File: config.mk
export PLATFORM = sky130hd
export DESIGN_NAME = reduce_arr_seq_module
export DESIGN_NICKNAME = d
export VERILOG_FILES = /design/src/rtl/reduce_arr_seq_module.sv
export SDC_FILE = /design/constraint.sdc
export NUM_CORES = 1
export LEC_CHECK = 0
export ABC_CLOCK_PERIOD_IN_PS = 3100
export BUFFER_PORTS_ARGS = -buffer_cell sky130_fd_sc_hd__buf_4
export CELL_PAD_IN_SITES_DETAIL_PLACEMENT = 1
export CELL_PAD_IN_SITES_GLOBAL_PLACEMENT = 1
export CORE_MARGIN = 4
export CORE_UTILIZATION = 24
export CTS_CLUSTER_DIAMETER = 60
export CTS_CLUSTER_SIZE = 20
export DETAILED_ROUTE_END_ITERATION = 10
export GPL_TIMING_DRIVEN = 1
export PLACE_DENSITY = 0.45
export SETUP_SLACK_MARGIN = 0.4
export SKIP_LAST_GASP = 1
export SYNTH_ARGS = -nofsm -noshare
export SYNTH_HDL_FRONTEND = slang
export SYNTH_SLANG_ARGS = --single-unit
File: constraint.sdc
create_clock -name clk -period 3.1 [get_ports clk]
set_clock_uncertainty 0.05 [all_clocks]
set_input_delay 0.31 -clock clk [delete_from_list [all_inputs] [get_ports clk]]
set_output_delay 0.31 -clock clk [all_outputs]
set_load 0.02 [all_outputs]
File: src/rtl/reduce_arr_seq_module.sv
// Multi-cycle OR/AND/XOR reduction of a packed channel array, one channel per clock.
// Optional early exit on accumulator saturation: define REDUCE_EARLY_EXIT_EN.
module reduce_arr_seq_module #(
  parameter int WIDTH_I   = 4,
  parameter int WIDTH_I_X = 2
) (
  input  logic                              clk,
  input  logic                              rst_n,
  input  logic [WIDTH_I-1:0][WIDTH_I_X-1:0] in,
  input  logic                              in_valid,
  input  logic [1:0]                        mode,
  output logic                              in_ready,
  output logic                              busy,
  output logic [WIDTH_I_X-1:0]              out_vec,
  output logic                              out,
  output logic                              out_valid
);

  localparam int IW = $clog2(WIDTH_I);
  localparam logic [IW-1:0] LAST = IW'(WIDTH_I - 1);
  localparam logic [1:0] M_OR  = 2'b00;
  localparam logic [1:0] M_AND = 2'b01;
  localparam logic [1:0] M_XOR = 2'b10;

  typedef enum logic [1:0] {IDLE, SCAN, DONE} state_t;

  state_t state, state_nx;

  logic [WIDTH_I-1:0][WIDTH_I_X-1:0] arr;
  logic [WIDTH_I_X-1:0]              acc;
  logic [IW-1:0]                     idx;
  logic [1:0]                        mode_q;

  logic [1:0]           cap_mode;
  logic [WIDTH_I_X-1:0] acc_nx;
  logic                 cap;
  logic                 last;
  logic                 cap_exit;
  logic                 scan_exit;
  logic                 res_fire;
  logic [WIDTH_I_X-1:0] res_vec;
  logic [1:0]           res_mode;

  function automatic logic [WIDTH_I_X-1:0] fold(
    input logic [WIDTH_I_X-1:0] a,
    input logic [WIDTH_I_X-1:0] b,
    input logic [1:0]           m
  );
    case (m)
      M_AND:   fold = a & b;
      M_XOR:   fold = a ^ b;
      default: fold = a | b;
    endcase
  endfunction

  function automatic logic reduce(
    input logic [WIDTH_I_X-1:0] v,
    input logic [1:0]           m
  );
    case (m)
      M_AND:   reduce = &v;
      M_XOR:   reduce = ^v;
      default: reduce = |v;
    endcase
  endfunction

`ifdef REDUCE_EARLY_EXIT_EN
  function automatic logic sat(
    input logic [WIDTH_I_X-1:0] v,
    input logic [1:0]           m
  );
    sat = ((m == M_OR) && (&v)) ||
          ((m == M_AND) && !(|v));
  endfunction
`endif

  always_comb begin
    cap_mode = (mode == 2'b11) ? M_OR : mode;
    cap      = (state == IDLE) && in_valid;
    acc_nx   = fold(acc, arr[idx], mode_q);
    last     = (idx == LAST);
`ifdef REDUCE_EARLY_EXIT_EN
    cap_exit  = sat(in[0], cap_mode);
    scan_exit = last || sat(acc_nx, mode_q);
`else
    cap_exit  = 1'b0;
    scan_exit = last;
`endif
    res_fire = (cap && cap_exit) ||
               ((state == SCAN) && scan_exit);
    res_vec  = (state == IDLE) ? in[0] : acc_nx;
    res_mode = (state == IDLE) ? cap_mode : mode_q;
  end

  always_ff @(posedge clk or negedge rst_n) begin
    if (!rst_n) state <= IDLE;
    else        state <= state_nx;
  end

  always_comb begin
    state_nx = state;
    case (state)
      IDLE: if (cap) state_nx = cap_exit ? DONE : SCAN;
      SCAN: if (scan_exit) state_nx = DONE;
      DONE: state_nx = IDLE;
      default: state_nx = IDLE;
    endcase
  end

  always_comb begin
    in_ready = (state == IDLE);
    busy     = (state == SCAN) || (state == DONE);
  end

  always_ff @(posedge clk or negedge rst_n) begin
    if (!rst_n) begin
      arr       <= '0;
      acc       <= '0;
      idx       <= '0;
      mode_q    <= M_OR;
      out_vec   <= '0;
      out       <= 1'b0;
      out_valid <= 1'b0;
    end else begin
      if (cap) begin
        arr    <= in;
        mode_q <= cap_mode;
        acc    <= in[0];
        idx    <= IW'(1);
      end else if (state == SCAN) begin
        acc <= acc_nx;
        if (!last) idx <= idx + IW'(1);
      end
      if (res_fire) begin
        out_vec <= res_vec;
        out     <= reduce(res_vec, res_mode);
      end
      out_valid <= res_fire;
    end
  end

endmodule

==> parameters.txt, run 1 <==
Parameter                              Value

Synth
  Simple logic cell fraction of the synthesized area ... 7.67%
  Post-synthesis xor/xnor area fraction ... 0.745%
  Avg Cell Area, Syn ... 11.4 um2
  Area contributors post-synth ... dfrtp_1 43%, ha_1 14%, mux2_2 8.6%
  Distinct cell type count after synthesis ... 25
  Post-Syn Instances ... 103
  Number of enable-type register cells in the synthesized netlist ... 0
  Most instantiated flip-flop cell in the synthesis netlist ... dfrtp_1
  Proportion of synthesized flip-flops having asynchronous set or reset ... 100%
  Most frequent cell after synthesis ... dfrtp_1
  Synth Warn # ... 0
  Cell type contributing the most total cell area after synthesis ... dfrtp_1
  Synth Area in Compound Gates ... 12.1%
  Largest family of logic cells by synthesized area ... multiplexers
  Area share of the largest cell type after synthesis ... 42.6%
  Adder-cell area share of the yosys netlist ... 13.8%
  Syn nets ... 129
  List of most frequent post-synthesis cells ... 20 x dfrtp_1, 16 x inv_1, 13 x ha_1
  Mux share of post-synthesis cell area ... 16.0%
  Part of the Yosys area used for sequential elements ... 42.6%
  Yosys reg bits ... 20
  Post-Synthesis Cell Area ... 1170 um2

Timing
  Endpoints failing hold ... 0
  Final critical path time including I/O delays and setup ... 2590 ps
  Final setup violating endpoints ... 0
  RSZ-0062 raised after global routing ... false
  Worst hold slack after final layout ... 213 ps
  Number of pins exceeding their max-slew limit in the final report ... 0
  Worst Max-Slew Pin Slew ... 548 ps
  Setup Total Neg Slack ... 0 ps
  FMAX ... 0.386 GHz
  Slew HR ... 63.5%
  Final worst path period share ... 83.5%

Worst setup path
  Worst Path Max Fanout ... 4
  Internal reg-to-reg setup slack ... 510 ps
  Depth of the worst register-to-register path ... 9
  Cells traversed along the worst timing path ... mux4_2 > inv_2 > ha_4 > a22oi_2 > a221oi_2 > inv_1 > ha_4 > a221o_1 > a22o_1
  Type of the worst setup path ... register to register
  Endpoint of the worst register-to-register path ... out
  Slowest cell on the critical path ... mux4_2
  Arrival time of data at the critical path endpoint ... 2690 ps
  Worst setup EP type ... register
  Launch instance of the worst register-to-register path ... idx[0]
  Endpoint required time on the critical path ... 3200 ps
  Crit-path most repeated cell ... ha_4
  Delay of the slowest cell on the worst path ... 540 ps
  Critical path startpoint category ... register

Floorplan
  FP Rows ... 25
  Area of the core ... 4720 um2
  Floorplan die area ... 6080 um2
  Overall die height ... 78.0 um
  Number of top-level design ports ... 19
  Initial standard-cell utilization of the core ... 24.9%
  Die extent in x ... 78.0 um

Clock network
  Root cell of the clock tree ... clkbuf_8
  Num CTS Buffers ... 3
  Latest clock arrival within the worst-skew pair ... 260 ps
  CTS tree ... built
  Number of sinks on the clock net ... 20
  Number of H-tree levels ... 1
  Clk slew on worst S/H paths ... 80 ps
  Clock buffer depth ... 2

Layout
  Net count reported at finish ... 153
  Ratio of cells with drive above 1 in the final layout ... 35.2%
  Layout-stage area growth over the synthesis result ... 25.5%
  # diodes ... 0
  Final instance area ... 1470 um2

Power and ir drop
  Internal ... 933 uW
  Worst VDD drop ... 0.303 mV
  Total Power ... 1.58 mW
  Gate power share ... 59.7%
  Power density normalized to cell area ... 1070 nW/um2
  Net Sw Power ... 647 uW
  Lkg Pwr ... 0.697 nW
  Sequential power share ... 29.1%
  Clock group share of total power ... 11.1%
  Switching fraction of total power ... 41.0%

Route
  Total DRC errors in the routed layout ... 0
  Iteration-0 DRC count of the detailed router ... 21
  Mean number of vias per cell ... 4.36
  Number of nets still failing antenna checks after routing ... 0
  Total number of vias ... 837
  Avg WL per Cell ... 14.6 um
  First-pass DRT Iterations ... 3
  Final wirelength ... 2810 um

Worst hold path
  Beginning of the worst hold path ... in_valid
  Hold Path Depth ... 2
  Hold Crit Class ... input pin to register
  Worst hold endpoint ... idx[1]

Place
  Final weighted congestion of routability-driven global placement ... 0.705
  Estimated wirelength of the detail-placed design ... 2060 um
  Placed standard-cell area ... 1370 um2
  Number of port buffers ... 18

Status
  Result of the run ... complete, no violations

Global routing
  GRT Overall Usage ... 9.89%
  Global-route wire length before repair ... 4710 um
  Final global-route overflow total ... 0
  Vias in the first global route ... 967
  Number of antenna violations at the first check in global routing ... 0
  Maximum number of pins on one net before global-route repair ... 21

Job
  Max Cap Violations ... 0
[repair_timing]
action / in CTS / in global routing
gates resized for setup: 1 / 6
hold endpoints to repair: 20 / 0
pin swaps: 0 / 3
hold buffers: 1 / 0
setup endpoints to repair: 1 / 1
buffers inserted: 0 / 2
[flip-flops by register name (all words and copies together), names as in the netlist]
signal and cells:
arr 8, acc 2, idx 2, mode_q 2
out_vec 2, state 2, out 1, out_valid 1
[worst max-delay path, delay by kind of cell, from the launching register on]
family / cells / cell delay [ps]
AO/OA/AOI/OAI: 4 / 890
multiplexers: 1 / 540
flip-flops: 1 / 410
adder cells (fa/ha/maj): 2 / 370
buffers and inverters: 2 / 220
[cell usage in the layout (no fill, tap or decap)]
master,synthesis,layout
o22a_1,2,2
mux2_2,9,9
a221oi_2,2,2
and2b_1,1,1
a221o_1,1,1
buf_4,0,20
dfrtp_1,20,19
ha_1,13,11
clkbuf_8,0,3
a22o_1,1,1
nand2b_1,2,2
inv_1,16,14
ha_4,0,2
dlygate4sd3_1,0,1
nor2b_1,2,2
o21ai_0,6,6
mux2_1,1,1
mux2i_1,3,3
o22ai_1,1,1
nor2_1,2,2
xnor2_1,1,1
dfrtp_2,0,1
and3b_1,2,2
inv_2,0,2
a22oi_2,0,2
nand2_2,1,1
a21oi_1,5,5
mux4_2,2,2
nand2_1,5,5
nand3b_1,1,1
[routing by layer]
layer | up-vias | global-route usage (%) | share of wire [%]
li1 | 399 | - | -
met1 | 425 | 11.6 | 44
met2 | 11 | 17.6 | 52
met3 | 2 | 2.20 | 3.2
met4 | 0 | 3.32 | 0.71
met5 | - | 0 | 0
[per-stage QoR]
stage	cells	util [%]	setup WS [ps]
3_3_place_gp	186	29.0	498
2_1_floorplan	103	-	627
4_1_cts	190	30.1	431
3_5_place_dp	186	29.0	413
5_1_grt	192	31.2	378
6_report	192	31.2	512
[worst max-delay path by stage]
stage | cells past startpoint | from | end | slack (ps)
3_3_place_gp | 9 | idx[0] | out | 500
4_1_cts | 9 | idx[0] | out | 430
2_1_floorplan | 9 | idx[0] | out | 630
6_report | 9 | idx[0] | out | 510
3_5_place_dp | 9 | idx[0] | out | 410
5_1_grt | 9 | idx[0] | out | 380
[final cells by class]
type | instances | area (um2)
Fill cell | 525 | 3250
Multi-Input combinational cell | 65 | 627
Sequential cell | 20 | 502
Timing Repair Buffer | 21 | 160
Tap cell | 67 | 83.8
Inverter | 16 | 60.1
Clock buffer | 3 | 41.3
[power groups by stage]
stage                     clock [mW]  sequential (mW)  combinational, mW
after floorplan                    0            0.470              0.597
after global placement             0            0.469              0.796
after detailed placement           0            0.471              0.824
after CTS                      0.186            0.468              0.838
after global routing           0.197            0.482               1.06
final                          0.176            0.460              0.944
[kinds of logic after synthesis]
family,count (synthesis)
buf+inv,18
simple gates,16
flops,20
compound gates,20
fa+ha+maj,13
xor+xnor,1
mux,15
(Power assumes the default switching activity.)
==> run 2: changes to the inputs <==
--- a/config.mk
+++ b/config.mk
@@ -5,7 +5,7 @@
 export SDC_FILE = /design/constraint.sdc
 export NUM_CORES = 1
 export LEC_CHECK = 0
-export ABC_CLOCK_PERIOD_IN_PS = 3100
+export ABC_CLOCK_PERIOD_IN_PS = 2550
 export BUFFER_PORTS_ARGS = -buffer_cell sky130_fd_sc_hd__buf_4
 export CELL_PAD_IN_SITES_DETAIL_PLACEMENT = 1
 export CELL_PAD_IN_SITES_GLOBAL_PLACEMENT = 1
==> constraint.sdc (replaced) <==
create_clock -name clk -period 2.55 [get_ports clk]
set_clock_uncertainty 0.05 [all_clocks]
set_input_delay 0.255 -clock clk [delete_from_list [all_inputs] [get_ports clk]]
set_output_delay 0.255 -clock clk [all_outputs]
set_load 0.02 [all_outputs]
==> parameters.txt, run 2 (synthesis results as in run 1) <==
Parameter                              Value

Route
  Amount of wire on met2 after detailed routing ... 1320 um (-9.7%)
  Iteration-0 DRC count of the detailed router ... 27 (+29%)
  Final wirelength ... 2560 um (-8.9%)
  Avg WL per Cell ... 13.0 um (-11%)
  Met1 routed wirelength after detailed routing ... 1140 um (-8.2%)
  Total DRC errors in the routed layout ... 0 (unchanged)
  Highest Signal Layer ... met4
  Total number of vias ... 832 (-0.60%)
  First-pass DRT Iterations ... 4 (+1)
  Mean number of vias per cell ... 4.22 (-3.1%)
  Met3 wire length ... 89 um (-2.2%)
  Number of nets still failing antenna checks after routing ... 0 (unchanged)

Status
  Result of the run ... complete, no violations

Power and ir drop
  Total Power ... 1.97 mW (+25%)
  Power density normalized to cell area ... 1310 nW/um2 (+22%)
  Worst VDD drop ... 0.503 mV (+66%)
  Lkg Pwr ... 0.731 nW (+5.0%)

Place
  Final weighted congestion of routability-driven global placement ... 0.705 (about the same)
  Number of port buffers ... 18 (unchanged)
  Estimated wirelength of the detail-placed design ... 2020 um (-2.0%)

Timing
  RSZ-0062 raised after global routing ... true
  Slew HR ... 75.2% (+12 points)
  Final worst path period share ... 98.7% (+15 points)
  Number of pins exceeding their max-slew limit in the final report ... 0 (unchanged)
  Setup Total Neg Slack ... 0 ps (unchanged)
  Final setup violating endpoints ... 0 (unchanged)
  Endpoints failing hold ... 0 (unchanged)
  Final critical path time including I/O delays and setup ... 2520 ps (-70.8 ps)
  Worst hold slack after final layout ... 158 ps (-54.7 ps)
  Worst Max-Slew Pin Slew ... 373 ps (-175 ps)
  FMAX ... 0.397 GHz (+2.8%)

Floorplan
  Floorplan die area ... 6080 um2 (unchanged)
  Overall die height ... 78.0 um (unchanged)
  Number of top-level design ports ... 19 (unchanged)
  Initial standard-cell utilization of the core ... 24.9% (unchanged)
  Area of the core ... 4720 um2 (unchanged)
  Die extent in x ... 78.0 um (unchanged)
  FP Rows ... 25 (unchanged)

Job
  Max Cap Violations ... 0 (unchanged)

Global routing
  Number of antenna violations at the first check in global routing ... 0 (unchanged)
  GRT Overall Usage ... 9.00% (-0.89 points)
  Vias in the first global route ... 904 (-6.5%)
  Final global-route overflow total ... 0 (unchanged)
  Global-route wire length before repair ... 4350 um (-7.6%)
  Maximum number of pins on one net before global-route repair ... 21 (unchanged)

Worst setup path
  Worst Path Max Fanout ... 3 (-1)
  Arrival time of data at the critical path endpoint ... 2620 ps (-70 ps)
  Worst setup EP type ... register
  Internal reg-to-reg setup slack ... 30 ps (-480 ps)
  Endpoint of the worst setup timing path ... out
  Crit-path most repeated cell ... ha_1
  Crit path launch ... idx[0]
  Critical path startpoint category ... register
  Delay of the slowest cell on the worst path ... 540 ps (about the same)
  Stages on worst setup path ... 9 (unchanged)
  Endpoint of the worst register-to-register path ... out
  Slowest cell on the critical path ... mux4_2
  Top delay family on crit path ... compound AO/OA/AOI/OAI gates
  Cells traversed along the worst timing path ... mux4_2 > inv_1 > ha_1 > a22oi_2 > a221oi_2 > buf_4 > ha_1 > a221o_1 > a22o_1
  Endpoint required time on the critical path ... 2660 ps (-540 ps)
  Launch instance of the worst register-to-register path ... idx[0]
  Depth of the worst register-to-register path ... 9 (unchanged)
  Type of the worst setup path ... register to register
  Number of buffers and inverters on the critical path ... 2 (unchanged)

Layout
  # diodes ... 0 (unchanged)
  Register name with the most flops ... arr
  Leading cell types in the layout, fill and taps excluded ... 24 x buf_4, 20 x dfrtp_1, 15 x inv_1, 13 x ha_1, 9 x mux2_2
  Net count reported at finish ... 157 (+2.6%)
  Number of flip-flops in the largest register ... 8 (unchanged)
  # fillers ... 539 (+2.7%)
  Layout-stage area growth over the synthesis result ... 28.3%
  Most common cell after layout, fill and taps aside ... buf_4
  Ratio of cells with drive above 1 in the final layout ... 34.6% (-0.58 points)

Clock network
  Clk slew on worst S/H paths ... 80 ps (about the same)
  Num CTS Buffers ... 3 (unchanged)
  Latest clock arrival within the worst-skew pair ... 260 ps (about the same)
  CTS tree ... built
  Number of sinks on the clock net ... 20 (unchanged)
  Root cell of the clock tree ... clkbuf_8
  Number of H-tree levels ... 1 (unchanged)
  Clock buffer depth ... 2 (unchanged)

Worst hold path
  Hold Crit Class ... input pin to register
  Hold Path Depth ... 2 (unchanged)
  Beginning of the worst hold path ... in_valid
==> run 2: cell count changes in the layout (fill, tap and decap cells not counted), sizes merged <==
cell,delta
buf,+4
bufinv,+1
==> run 2: through the flow <==
step	setup slack (ps)	cell area, um2	utilization, %	std cells
global route	-106	1510	31.9	197
floorplan	112	1180	-	103
finish	33.0	1510	31.9	197
global placement	50.5	1400	29.6	189
CTS	18.1	1500	31.8	196
detailed placement	-24.0	1400	29.6	189
==> run 2: power by group <==
part	leakage, nW	switching [mW]	internal, mW	total, mW
sequential	0.240	0.0873	0.464	0.552
clock	0.0357	0.114	0.209	0.323
combinational	0.456	0.541	0.557	1.10
==> run 2: cell type report <==
cell class                      instances  area, um2  share of cell area, %
Clock inverter                          1       30.0                   1.99
Sequential cell                        20        500                   33.2
Clock buffer                            3       41.3                   2.74
Timing Repair Buffer                   25        190                   12.6
Multi-Input combinational cell         65        602                   39.9
Inverter                               16       60.1                   3.98
Tap cell                               67       83.8                   5.56
==> run 2: worst min path at each step <==
stage               slack [ps]     end
CTS                        150  idx[1]
global placement           110     out
global route               160  idx[1]
floorplan                  -90  acc[0]
detailed placement         110     out
finish                     160  idx[1]
==> run 2: layer usage <==
metal,vias up,GRT usage (%)
met1,405,10.9
li1,412,-
met5,-,0
met4,0,1.57
met2,13,16.0
met3,2,2.55
==> run 2: what timing repair did <==
action                                  4_1_cts  5_1_grt
hold endpoints to repair                     20        0
hold buffers                                  1        0
endpoints found under the setup margin        1        3
pin swaps                                     1        2
gates resized for setup                       2        0
setup buffers                                 2        1
==> run 2: worst reg2reg max path, stage by stage (launching register included) <==
cell	delay (ps)
dfrtp_1	410
mux4_2	540
inv_1	70
ha_1	230
a22oi_2	210
a221oi_2	100
buf_4	160
ha_1	190
a221o_1	290
a22o_1	170
